===== src/rtl/seq_det_pkg.sv =====
// Shared constants, types and helpers for the programmable serial pattern detector.
package seq_det_pkg;

    localparam logic [7:0] DEFAULT_PATTERN_INIT = 8'b0000_1011;
    localparam int         DEFAULT_LEN_INIT     = 4;

    typedef enum logic {
        MODE_NONOVL = 1'b0,
        MODE_OVL    = 1'b1
    } det_mode_e;

    // Width needed to hold a length value of 0..max_len.
    function automatic int len_w(input int max_len);
        return $clog2(max_len + 1);
    endfunction

    // Zero and out-of-range lengths both mean "use the full history".
    function automatic int clamp_len(input int raw, input int max_len);
        if (raw == 0 || raw > max_len) return max_len;
        return raw;
    endfunction

endpackage


===== src/rtl/seq_sat_counter.sv =====
// Saturating up-counter; a synchronous clear takes priority over an increment.
module seq_sat_counter #(
    parameter int CNT_W = 8
) (
    input  logic             clk,
    input  logic             rst_n,
    input  logic             inc,
    input  logic             clr,
    output logic [CNT_W-1:0] count
);

    // NOTE: sequential state is written with non-blocking assignments only, so
    // every register samples the pre-edge values regardless of block order.
    always_ff @(posedge clk or negedge rst_n) begin
        if (!rst_n) begin
            count <= '0;
        end else if (clr) begin
            count <= '0;
        end else if (inc && (count != '1)) begin
            count <= count + CNT_W'(1);
        end
    end

endmodule


===== src/rtl/seq_detector_prog.sv =====
// Programmable serial pattern detector: runtime-loadable pattern of 1..MAX_LEN bits,
// overlapping or non-overlapping detection, registered match pulse and saturating count.
module seq_detector_prog
    import seq_det_pkg::*;
#(
    parameter int                   MAX_LEN         = 8,
    parameter int                   CNT_W           = 8,
    parameter logic [MAX_LEN-1:0]   DEFAULT_PATTERN = MAX_LEN'(DEFAULT_PATTERN_INIT),
    parameter int                   DEFAULT_LEN     = DEFAULT_LEN_INIT
) (
    input  logic                         clk,
    input  logic                         reset,
    input  logic                         w,
    input  logic                         in_valid,
    input  logic                         cfg_load,
    input  logic [MAX_LEN-1:0]           cfg_pattern,
    input  logic [len_w(MAX_LEN)-1:0]    cfg_len,
    input  logic                         cfg_overlap,
    input  logic                         cnt_clr,
    output logic                         z,
    output logic [CNT_W-1:0]             match_count
);

    localparam int                LEN_W    = len_w(MAX_LEN);
    localparam logic [LEN_W-1:0]  FILL_MAX = LEN_W'(MAX_LEN);

    logic [MAX_LEN-1:0] hist;
    logic [LEN_W-1:0]   fill;
    logic [MAX_LEN-1:0] pattern;
    logic [LEN_W-1:0]   len;
    det_mode_e          mode;

    logic [MAX_LEN-1:0] window;
    logic [MAX_LEN-1:0] len_mask;
    logic [LEN_W:0]     fill_plus;
    logic [LEN_W-1:0]   len_load;
    logic               hit;

    // window is the history as it would look with the current bit shifted in.
    always_comb begin
        window    = {hist[MAX_LEN-2:0], w};
        len_load  = LEN_W'(clamp_len(int'(cfg_len), MAX_LEN));
        fill_plus = {1'b0, fill} + {{LEN_W{1'b0}}, 1'b1};
        len_mask  = '0;
        for (int i = 0; i < MAX_LEN; i++) begin
            len_mask[i] = (i < int'(len));
        end
        hit = in_valid && !cfg_load
              && (fill_plus >= {1'b0, len})
              && (((window ^ pattern) & len_mask) == '0);
    end

    // The configuration registers reset to the defaults so the block detects the
    // legacy fixed pattern without any software setup.
    always_ff @(posedge clk or negedge reset) begin
        if (!reset) begin
            hist    <= '0;
            fill    <= '0;
            z       <= 1'b0;
            pattern <= DEFAULT_PATTERN;
            len     <= LEN_W'(DEFAULT_LEN);
            mode    <= MODE_OVL;
        end else if (cfg_load) begin
            pattern <= cfg_pattern;
            len     <= len_load;
            mode    <= cfg_overlap ? MODE_OVL : MODE_NONOVL;
            hist    <= '0;
            fill    <= '0;
            z       <= 1'b0;
        end else if (in_valid) begin
            hist <= window;
            z    <= hit;
            if (hit && (mode == MODE_NONOVL)) begin
                fill <= '0;
            end else if (fill != FILL_MAX) begin
                fill <= fill_plus[LEN_W-1:0];
            end
        end else begin
            z <= 1'b0;
        end
    end

    seq_sat_counter #(
        .CNT_W (CNT_W)
    ) u_match_cnt (
        .clk   (clk),
        .rst_n (reset),
        .inc   (hit),
        .clr   (cnt_clr),
        .count (match_count)
    );

endmodule


===== config.mk =====
export PLATFORM = sky130hd
export DESIGN_NAME = seq_detector_prog
export DESIGN_NICKNAME = d
export VERILOG_FILES = /design/src/rtl/seq_det_pkg.sv /design/src/rtl/seq_sat_counter.sv /design/src/rtl/seq_detector_prog.sv
export SDC_FILE = /design/constraint.sdc
export NUM_CORES = 1
export LEC_CHECK = 0
export ABC_AREA = 0
export BUFFER_PORTS_ARGS = -buffer_cell sky130_fd_sc_hd__buf_4
export CAP_MARGIN = 40
export CORE_MARGIN = 1.5
export CORE_UTILIZATION = 51
export CTS_BUF_LIST = sky130_fd_sc_hd__clkbuf_8
export CTS_CLUSTER_SIZE = 40
export DETAILED_ROUTE_END_ITERATION = 7
export PLACE_DENSITY = 0.76
export SYNTH_ARGS = -nofsm -noshare
export SYNTH_HDL_FRONTEND = slang
export SYNTH_SLANG_ARGS = --single-unit

===== constraint.sdc =====
create_clock -name clk -period 2.1 [get_ports clk]
set_input_delay 0.42 -clock clk [delete_from_list [all_inputs] [get_ports clk]]
set_output_delay 0.42 -clock clk [all_outputs]
set_load 0.1 [all_outputs]

**After elaboration in Yosys (flattened, before gate mapping)**

Index checks and enable logic that the tools add are counted.
W data, S select, Z words.

- Output and inout port bits: 9
- Logic and storage cells: 51
- Input port bits: 19
- Register bits after elaboration: 33

- Reductions and logical operators: 13
- Eq/ne operators: 2
- Add/sub/neg operators: 2
- Order comparisons: 10
- Bitwise logic cells: 3
- Muxes and demuxes: 14

Operators with widths:

| operator | number |
|---|---|
| $mux W4 | 6 |
| $lt A3 B4 Y1 const A | 4 |
| $mux W8 | 2 |
| $mux W7 | 2 |
| $add A8 B1 Y8 const B | 1 |
| $and A8 B8 Y8 | 1 |
| $logic_not A8 Y1 | 1 |
| $lt A1 B4 Y1 const A | 2 |
| $lt A2 B4 Y1 const A | 2 |
| $ne A8 B8 Y1 const B | 1 |
| $xor A8 B8 Y8 | 1 |
| $add A4 B1 Y5 const B | 1 |
| $ge A5 B4 Y1 | 1 |
| $logic_and A1 B1 Y1 | 5 |
| $gt A4 B4 Y1 const B | 1 |
| $logic_not A4 Y1 | 1 |
| $mux W1 | 4 |
| $ne A4 B4 Y1 const B | 1 |
| $reduce_bool A2 Y1 | 2 |
| $reduce_bool A3 Y1 | 1 |
| $reduce_and A2 Y1 | 1 |
| $logic_not A1 Y1 | 1 |
| $logic_or A1 B1 Y1 | 1 |
| $not A1 Y1 | 1 |

**Depth between registers and ports, before layout**

- Depth after elaboration: 8
- Mapped depth: 9
- Gate-level depth less buffers: 9

**Modules after synthesis**

Synthesis repeated with hierarchy kept, for this count alone.

- Cell total of the unflattened synthesis: 173
- Area total of the unflattened synthesis: 1834.3 µm²

Modules (own cells, without submodules):

| module | area each (µm²) | sequential area each (µm²) | instances | cells each |
|---|---|---|---|---|
| seq_detector_prog | 1370.1 | 631.9 | 1 | 124 |
| seq_sat_counter | 464.2 | 200.2 | 1 | 49 |

**Least setup slack after synthesis**

OpenSTA, ideal clock, no wires.

- Path kind: flip-flop to flip-flop
- From: register fill[0]
- To: register u_match_cnt.count[3]
- Setup time: 0.078 ns
- Arrival: 2.133 ns
- Path buffers: 0
- Stages on the path, launching flop included: 9
- Slack: -0.111 ns
- Path through: dfrtp_1 ha_1 xor2_1 ha_1 o21ai_0 o21ai_1 nand4_4 or4_1 a21oi_1

- Longest elaborated chain between the ends: 6

Ends and longest elaborated chain:

| item | line | source |
|---|---|---|
| start: declaration | seq_detector_prog.sv:28 | `logic [LEN_W-1:0] fill;` |
| start signal: assignment | seq_detector_prog.sv:76 | `fill <= fill_plus[LEN_W-1:0];` |
| $add A4 B1 Y5 | seq_detector_prog.sv:43 | `fill_plus = {1'b0, fill} + {{LEN_W{1'b0}}, 1'b1};` |
| $ge A5 B4 Y1 | seq_detector_prog.sv:49 | `&& (fill_plus >= {1'b0, len})` |
| $logic_and A1 B1 Y1 | seq_detector_prog.sv:49 |  |
| $logic_and A1 B1 Y1 | seq_detector_prog.sv:50 | `&& (((window ^ pattern) & len_mask) == '0);` |
| $logic_and A1 B1 Y1 | seq_sat_counter.sv:19 | `end else if (inc && (count != '1)) begin` |
| $reduce_bool A2 Y1 (no source line) | - |  |
| end signal: assignment | seq_sat_counter.sv:20 | `count <= count + CNT_W'(1);` |
| end: declaration | seq_sat_counter.sv:9 | `output logic [CNT_W-1:0] count` |

No other way between the ends.
A chain may end at the register's enable or synchronous reset.

**Worst setup path after layout**

- From: register fill[0]
- To: register u_match_cnt.count[7]

The elaborated chain is that of the path after synthesis.

==> impl_metrics.yaml <==
run_status:
  status: "complete, but fails checks"
  violations: "negative setup slack"
flow_run:
  maxCapViolations: 0
drt:
  drt_wl_total_mm: 4.124
  drtPass1Iterations: 4
  wl_per_cell_um: 15.74
  ant_nets: 0
  drt_iter0_drc: 57
  num_vias: 1497
  vias_per_cell: 5.714
  drc_errors: 0
layout:
  final_core_util_pct: 70.15
  final_cell_mix: "buf_4, dfrtp_1, nor2_1"
  n_antenna_cell: 0
  layout-drive-gt1-share_pct: 40.74
  stdcell_area_sq_um: 2341
  area_growth_pct: 32.04
  final_common_cell: "buf_4"
  final_nets: 241
sta:
  clock_skew_ns: 0.005869
  hold_viol_final: 0
  tightest_slew_ns: 0.7928
  maxSlewViolCount: 0
  fin_hold_ws_ns: 0.06799
  setup_ws_ns: -0.1276
  period_minus_slack_ns: 2.228
  max_slew_margin_pct: 46.95
  tns_ns: -0.6873
  setup_violations: 9
  rsz0062_at_grt: "yes"
  fin_crit_sh_pct: 106.1
  fmax_mhz: 448.9
synthesis:
  synth_cell_types: 33
  ys_ff_latch: 33
  avgSynthCellArea_sq_um: 10.31
  synthCells: 172
  synth_nets: 198
  synth_area_sq_um: 1773
  yosys_warnings: 0
  seq_area_frac_synth_pct: 46.93
critical_path:
  critical_path_class: "reg2reg"
  worstSetupEndpointType: "flop"
  reg2reg_setup_slack_ns: -0.13
  worstPathRequired_ns: 2.31
  worstPathArrival_ns: 2.44
  worstSetupStartpointType: "flop"
  critPathMaxFanout: 8
global_route:
  grt_usage_pct: 23.23
  grt_pass1_vias: 1523
  grt_pass1_wl_mm: 6.396
  overflow: 0
  grt_max_degree: 34
  antenna_found_initial: 0
floorplanning:
  initial_core_util_pct: 53.13
  ios: 28
  rows: 21
  die_area_sq_um: 3839
  core-area_sq_um: 3337
  die_h_um: 61.96
  die_width_um: 61.96
placed_design:
  globalplace.congestion: 0.8086
  io_buffers: 27
  dp_hpwl_mm: 2.773
  dpl_cell_area_sq_um: 2098
clocking:
  htreeDepth: 2
  cts_tree: "done"
  clkLatencyLatePin_ns: 0.28
  clk_pin_slew_ns: 0.07
  root_buffer: "clkbuf_8"
  cts_buffers: 5
  clockBufferDepth: 2
  clkSinkCount: 33
power:
  peakVddDrop_mv: 0.4814
  p_leak_nw: 0.9945
  power_mw: 1.487
  powerDensity_nw_per_um2: 635.1
min_path:
  hold_path.class: "in2async"
[sequential cells by signal, summed over array words and instances, names as in the netlist]
name and flops:
mode 1, u_match_cnt.count 8, pattern 8, hist 7
fill 4, z 1, len 4
[stage by stage]
step / setup WS [ns] / instances
final: -0.1276 / 262
after global routing: -0.2259 / 262
after CTS: -0.1448 / 261
after detailed placement: -0.2146 / 249
after global placement: -0.1191 / 249
after floorplan: -0.002791 / 172
[cells by family after synthesis]
family,synth area share (%)
AOI/OAI and AO/OA,12.77
xor gates and xnor gates,4.940
buffers and inverters,3.599
adders and majority gates,4.940
DFF,46.93
and+or+nand+nor,16.58
muxes,10.23
[path summary, 6_finish.rpt]
check	start	depth (start not counted)	endpoint
min reg2reg	pattern[2]	1	pattern[2]
min	reset	1	pattern[2]
max in group asynchronous	reset	1	pattern[3]
max reg2reg	fill[0]	8	u_match_cnt.count[7]
min in group clk	cnt_clr	2	u_match_cnt.count[0]
max	fill[0]	8	u_match_cnt.count[7]
[report_power, final]
group / leakage, nW / total [mW] / switching (mW) / internal, mW
clock network: 0.0542 / 0.524 / 0.228 / 0.296
registers: 0.418 / 0.709 / 0.0344 / 0.674
logic: 0.523 / 0.254 / 0.131 / 0.123
total: 0.994 / 1.49 / 0.393 / 1.09
[cell usage after synthesis (all sizes together)]
cell type	n	area share, %
nor4b	2	1.8
nand4	1	1.2
ha	7	4.9
o211ai	1	0.42
nor2	13	2.8
o22ai	3	1.1
mux2	9	5.7
o21ai	14	4.0
dfstp	5	7.4
nor4	1	0.71
clkinv	1	0.21
nand3b	4	1.7
buf	3	0.64
or3	1	0.35
a31oi	2	0.71
xor2	2	0.99
nand2	8	1.7
nand3	7	2.0
o41ai	2	0.99
a21oi	11	3.1
clkbuf	4	0.85
a22oi	1	0.42
mux2i	8	4.5
dfrtp	28	40
or4	5	2.1
o31ai	3	1.3
xnor2	8	4.0
nand2b	4	1.4
inv	9	1.9
nor3	3	0.85
a211oi	2	0.85
[timing repair]
item,in CTS,in global routing
endpoints found under the setup margin,11,13
gates resized for setup,3,15
setup buffers,3,2
pin swaps,7,11
cloned,1,0
hold buffers,0,0
[critical path: stages (launching register included)]
cell     delay (ns)
dfrtp_1        0.41
ha_2           0.21
xor2_1         0.15
ha_1           0.29
o21ai_2        0.06
o21ai_2        0.20
nand4_4        0.16
or4_1          0.52
a21oi_1        0.14
[layout make-up]
| cell class | count | area [sq um] |
|---|---|---|
| Fill cell | 260 | 996.0 |
| Multi-Input combinational cell | 123 | 983.4 |
| Sequential cell | 33 | 838.3 |
| Timing Repair Buffer | 42 | 322.8 |
| Clock buffer | 7 | 96.34 |
| Tap cell | 46 | 57.56 |
| Inverter | 10 | 37.54 |
| Clock inverter | 1 | 5.005 |
[routing by layer]
| metal | share of wire, % | up-vias | track usage (%) |
|---|---|---|---|
| met1 | 41 | 744 | 26.17 |
| met5 | 0 | - | 0 |
| li1 | - | 704 | - |
| met3 | 3.6 | 8 | 6.418 |
| met2 | 54 | 41 | 41.82 |
| met4 | 1.2 | 0 | 8.207 |
(Power assumes the default switching activity.)
